<file path="src/rtl/dsp_branch_unit.sv">
// dsp_branch_unit: flow-control unit between decode/ALU and fetch.
// Registered jump strobe, flush window and return-address stack.
module dsp_branch_unit #(
  parameter int DATA_W       = 16,
  parameter int ADDR_W       = 16,
  parameter int STACK_DEPTH  = 4,
  parameter int FLUSH_CYCLES = 2
) (
  input  logic              clk,
  input  logic              rst,
  input  logic              valid_in,
  input  logic [2:0]        flow_mode,
  input  logic [DATA_W-1:0] alu_result,
  input  logic [ADDR_W-1:0] address,
  input  logic [ADDR_W-1:0] pc_next,
  output logic [ADDR_W-1:0] jump_addr,
  output logic              jump_flag,
  output logic              flush,
  output logic              busy,
  output logic              stack_overflow,
  output logic              stack_underflow
);

  localparam int PTR_W  = $clog2(STACK_DEPTH);
  localparam int SCNT_W = $clog2(STACK_DEPTH + 1);
  localparam int CNT_W  = $clog2(FLUSH_CYCLES + 1);

  localparam logic [PTR_W-1:0] LAST_PTR =
    PTR_W'(STACK_DEPTH - 1);
  localparam logic [SCNT_W-1:0] FULL_CNT =
    SCNT_W'(STACK_DEPTH);
  localparam logic [CNT_W-1:0] CNT_INIT =
    CNT_W'(FLUSH_CYCLES - 1);

  typedef enum logic {
    IDLE,
    FLUSH
  } state_t;

  state_t state_q;
  state_t state_d;

  logic [CNT_W-1:0]  cnt_q;
  logic [CNT_W-1:0]  cnt_d;
  logic [ADDR_W-1:0] jaddr_q;
  logic [ADDR_W-1:0] jaddr_d;
  logic              jflag_q;
  logic              jflag_d;
  logic              ovf_q;
  logic              ovf_d;
  logic              udf_q;
  logic              udf_d;
  logic [PTR_W-1:0]  ptr_q;
  logic [PTR_W-1:0]  ptr_d;
  logic [SCNT_W-1:0] scnt_q;
  logic [SCNT_W-1:0] scnt_d;

  logic [ADDR_W-1:0] stack_mem [STACK_DEPTH];

  logic              push;
  logic              pop;
  logic              taken;
  logic [ADDR_W-1:0] target;

  logic is_jmp;
  logic is_bez;
  logic is_bnez;
  logic is_bltz;
  logic is_call;
  logic is_ret;

  logic alu_zero;
  logic stk_empty;
  logic stk_full;
  logic [PTR_W-1:0]  ptr_inc;
  logic [PTR_W-1:0]  ptr_dec;
  logic [ADDR_W-1:0] stk_top;

  assign is_jmp  = (flow_mode == 3'd1);
  assign is_bez  = (flow_mode == 3'd2);
  assign is_bnez = (flow_mode == 3'd3);
  assign is_bltz = (flow_mode == 3'd4);
  assign is_call = (flow_mode == 3'd5);
  assign is_ret  = (flow_mode == 3'd6);

  assign alu_zero  = (alu_result == '0);
  assign stk_empty = (scnt_q == '0);
  assign stk_full  = (scnt_q == FULL_CNT);

  // ptr_q is the next write slot; the top of stack sits just below it
  assign ptr_inc = (ptr_q == LAST_PTR) ?
                   '0 : ptr_q + 1'b1;
  assign ptr_dec = (ptr_q == '0) ?
                   LAST_PTR : ptr_q - 1'b1;
  assign stk_top = stack_mem[ptr_dec];

  // branch evaluation, stack bookkeeping and next-state logic
  always_comb begin
    state_d = state_q;
    cnt_d   = cnt_q;
    jaddr_d = jaddr_q;
    jflag_d = 1'b0;
    ovf_d   = ovf_q;
    udf_d   = udf_q;
    ptr_d   = ptr_q;
    scnt_d  = scnt_q;
    push    = 1'b0;
    pop     = 1'b0;
    taken   = 1'b0;
    target  = address;

    unique case (state_q)
      IDLE: begin
        if (valid_in) begin
          unique case (1'b1)
            is_jmp:  taken = 1'b1;
            is_bez:  taken = alu_zero;
            is_bnez: taken = !alu_zero;
            is_bltz: taken = alu_result[DATA_W-1];
            is_call: begin
              taken = 1'b1;
              push  = 1'b1;
            end
            is_ret: begin
              if (stk_empty) begin
                udf_d = 1'b1;
              end else begin
                taken  = 1'b1;
                target = stk_top;
                pop    = 1'b1;
              end
            end
            default: ;
          endcase
          if (taken) begin
            jaddr_d = target;
            jflag_d = 1'b1;
            cnt_d   = CNT_INIT;
            state_d = FLUSH;
          end
        end
      end
      FLUSH: begin
        if (cnt_q == '0) begin
          state_d = IDLE;
        end else begin
          cnt_d = cnt_q - 1'b1;
        end
      end
      default: state_d = IDLE;
    endcase

    // a full stack overwrites its oldest slot and stays full
    if (push) begin
      ptr_d = ptr_inc;
      if (stk_full) begin
        ovf_d = 1'b1;
      end else begin
        scnt_d = scnt_q + 1'b1;
      end
    end

    if (pop) begin
      ptr_d  = ptr_dec;
      scnt_d = scnt_q - 1'b1;
    end
  end

  // state and output registers
  always_ff @(posedge clk) begin
    if (rst) begin
      state_q <= IDLE;
      cnt_q   <= '0;
      jaddr_q <= '0;
      jflag_q <= 1'b0;
      ovf_q   <= 1'b0;
      udf_q   <= 1'b0;
      ptr_q   <= '0;
      scnt_q  <= '0;
    end else begin
      state_q <= state_d;
      cnt_q   <= cnt_d;
      jaddr_q <= jaddr_d;
      jflag_q <= jflag_d;
      ovf_q   <= ovf_d;
      udf_q   <= udf_d;
      ptr_q   <= ptr_d;
      scnt_q  <= scnt_d;
    end
  end

  // return-address storage; contents are dead once the count is cleared
  always_ff @(posedge clk) begin
    if (!rst && push) begin
      stack_mem[ptr_q] <= pc_next;
    end
  end

  assign jump_addr       = jaddr_q;
  assign jump_flag       = jflag_q;
  assign flush           = (state_q == FLUSH);
  assign busy            = flush && !jflag_q;
  assign stack_overflow  = ovf_q;
  assign stack_underflow = udf_q;

endmodule

</file>
<file path="config.mk">
export PLATFORM = sky130hd
export DESIGN_NAME = dsp_branch_unit
export DESIGN_NICKNAME = d
export VERILOG_FILES = /design/src/rtl/dsp_branch_unit.sv
export SDC_FILE = /design/constraint.sdc
export NUM_CORES = 1
export LEC_CHECK = 0
export BUFFER_PORTS_ARGS = -buffer_cell sky130_fd_sc_hd__buf_2
export CAP_MARGIN = 20
export CORE_MARGIN = 2
export CORE_UTILIZATION = 30
export DETAILED_ROUTE_END_ITERATION = 10
export PLACE_DENSITY = 0.58
export RECOVER_POWER = 25
export SETUP_SLACK_MARGIN = 0.15
export SLEW_MARGIN = 5
export SYNTH_ARGS = -nofsm -noshare
export SYNTH_HDL_FRONTEND = slang
export SYNTH_SLANG_ARGS = --single-unit
</file>
<file path="constraint.sdc">
create_clock -name clk -period 3.63 [get_ports clk]
set_input_delay 0.726 -clock clk [delete_from_list [all_inputs] [get_ports clk]]
set_output_delay 0.726 -clock clk [all_outputs]
set_load 0.05 [all_outputs]
</file>
==> metrics <==
final core occ=0.377; clk root buf=clkbuf_16; synth-to-layout area growth=21.4%; CP Class=flip-flop to flip-flop; min cycle time layout=2.23 ns; met3 Use GR=0.0444; # DRC=0; # IOs=75; Final Hold Fails=0; worst min path class=flip-flop to flip-flop; Yosys warning count=0; Die Area=14100 um^2; Layout Cells excl Fill=515; Hold-fix buffers, CTS=0; Chip Height=119 um; CTS Buf Count=9; Power Total=2.33 mW; Yosys reg bits=91; Vias/cell=4.70; most common cell after layout, fill and taps aside=edfxtp_1; Synth Flop Type=edfxtp_1; pin count of the biggest net entering global routing=30; Post-Syn Instances=258; CTS tree=done; Fmax=0.449 GHz; met1 Usage GRT=0.149; CORE AREA=12700 um^2; IO Port Bufs=74; top cell type's share of synthesized area=0.487; final instance area=4790 um^2; Inst Count DP=499; worst vdd ir=0.000229 V; busiest grt layer=met2; pwr dens=486 nW/um^2; unrepaired setup endpoints after global routing=no; Worst Max-Slew Pin Slew=0.848 ns; Critical Path Fanout Max=17; reg2reg start=scnt_q[2]; startpoint class of the critical path=flip-flop; skew final=0.00691 ns; DR WL/cell=16.0 um; slew margin rel.=0.434; clock-pin slew on the worst setup and hold paths=0.07 ns; most frequent cells in the layout=64 x edfxtp_1, 61 x buf_2, 27 x dfxtp_1; Crit path arrival time=2.41 ns; post-detail-place hpwl=5840 um; syn_area_per_cell=15.3 um^2; fillers=1258; sequential element share of the synthesized area=0.624; Overall Global Routing Usage=0.122; post-synth cell types=50; layout cells sized above 1=0.362; Die X=119 um; Multi-input gate area=1310 um^2; register area=2460 um^2; setup bufs post-CTS=0; initial core utilization=0.310; placed inst area=4510 um^2; clock buffer depth=2; data required time of the critical path=3.82 ns; row count=41; CTS Sinks=91; antenna violations before repair=0; first-pass GRT wire length=13100 um; Hold Crit Start=jump_addr[12]; CP Capture Type=flip-flop; DRT iter0 DRCs=132; TritonRoute pass-1 iters=4; Leak=1.67 nW; layout net count=398; setup TNS=0 ns; Post-Syn Nets=318; routed wire length=8230 um; Post-synth ARST share=0; status=completed; number of routed nets with antenna violations=0; total number of vias=2422; H-tree depth=3; post-synth top area cell=edfxtp_1; gpl congestion=0.720; final worst-path cycle share=0.614; vias in the first global route=2519; Post-Syn Area=3950 um^2; Setup WS post-layout=1.40 ns; Antenna Cells=0; EDFF count, synth=64; final max-slew violation count=0; clk_lat worst skew=0.33 ns; grt total ovfl=0; CP startpoint=scnt_q[2]; M2 GR Usage=0.202; final hold slack=0.459 ns; count of final setup violators=0; cts repair resizes=0; synth top area cells=edfxtp_1 49%, dfxtp_1 14%, mux4_2 9.1%; total of max-cap violations=0; worst slack at placement=1.04 ns
flip-flops by register name, indices dropped and copies added, names as in the netlist:
register         flops
stack_mem           64
jump_addr           16
ptr_q                2
flush                1
jump_flag            1
stack_overflow       1
stack_underflow      1
cnt_q                2
scnt_q               3
cells in the mapped netlist, drive strengths merged, types with 5 or more instances:
cell    count
edfxtp     64
dfxtp      27
inv        22
nor2b      19
a211oi     17
mux4       16
a221oi     15
buf        10
nor2       10
a21oi       8
and2        5
ha          5
nand2       5
path summary, 6_finish.rpt:
path | cells past startpoint | endpoint | slack (ns)
worst max-delay path | 5 | jump_addr[6] | 1.40
worst min-delay path | 2 | jump_addr[12] | 0.46
worst max register to register | 5 | jump_addr[6] | 1.40
worst min register to register | 2 | jump_addr[12] | 0.46
report_power, final:
group          internal [mW]  total, mW  switching (mW)  leakage [nW]
Sequential              1.13       1.15          0.0134         0.797
Clock                  0.542      0.938           0.395         0.141
Combinational         0.0876      0.245           0.157         0.729
Total                   1.76       2.33           0.566          1.67
routing by layer:
| metal | part of all wire | vias up | wire [um] |
|---|---|---|---|
| met5 | 0 | - | 0 |
| met4 | 0.016 | 0 | 134 |
| met3 | 0.054 | 12 | 446 |
| met2 | 0.49 | 57 | 4010 |
| met1 | 0.44 | 1195 | 3640 |
| li1 | - | 1158 | - |
final cells by class:
type,count,share of cell area
inverters,22,0.0172
flip-flops and latches,91,0.514
multi-input cells,131,0.273
clock buffers,10,0.0478
clock inverters,6,0.0154
repair buffers,83,0.0880
well taps,172,0.0449
cell families (layout without fill, tap and decap cells):
kind of cell             count (synthesis)  after routing  synth area share
AND/OR/NAND/NOR                         56             56            0.0989
buffers and inverters                   36            121            0.0453
adder cells (fa/ha/maj)                  6              6            0.0209
AO/OA/AOI/OAI                           49             49             0.107
multiplexers                            19             19             0.102
flip-flops                              91             91             0.624
XOR/XNOR                                 1              1           0.00222
critical path: stages (launching register included):
cell,delay (ns)
dfxtp_1,0.36
nor3_2,0.36
o22ai_2,0.15
nand2_2,0.32
and2_1,0.72
a211oi_1,0.17
Power figures use the tool's default switching activity.
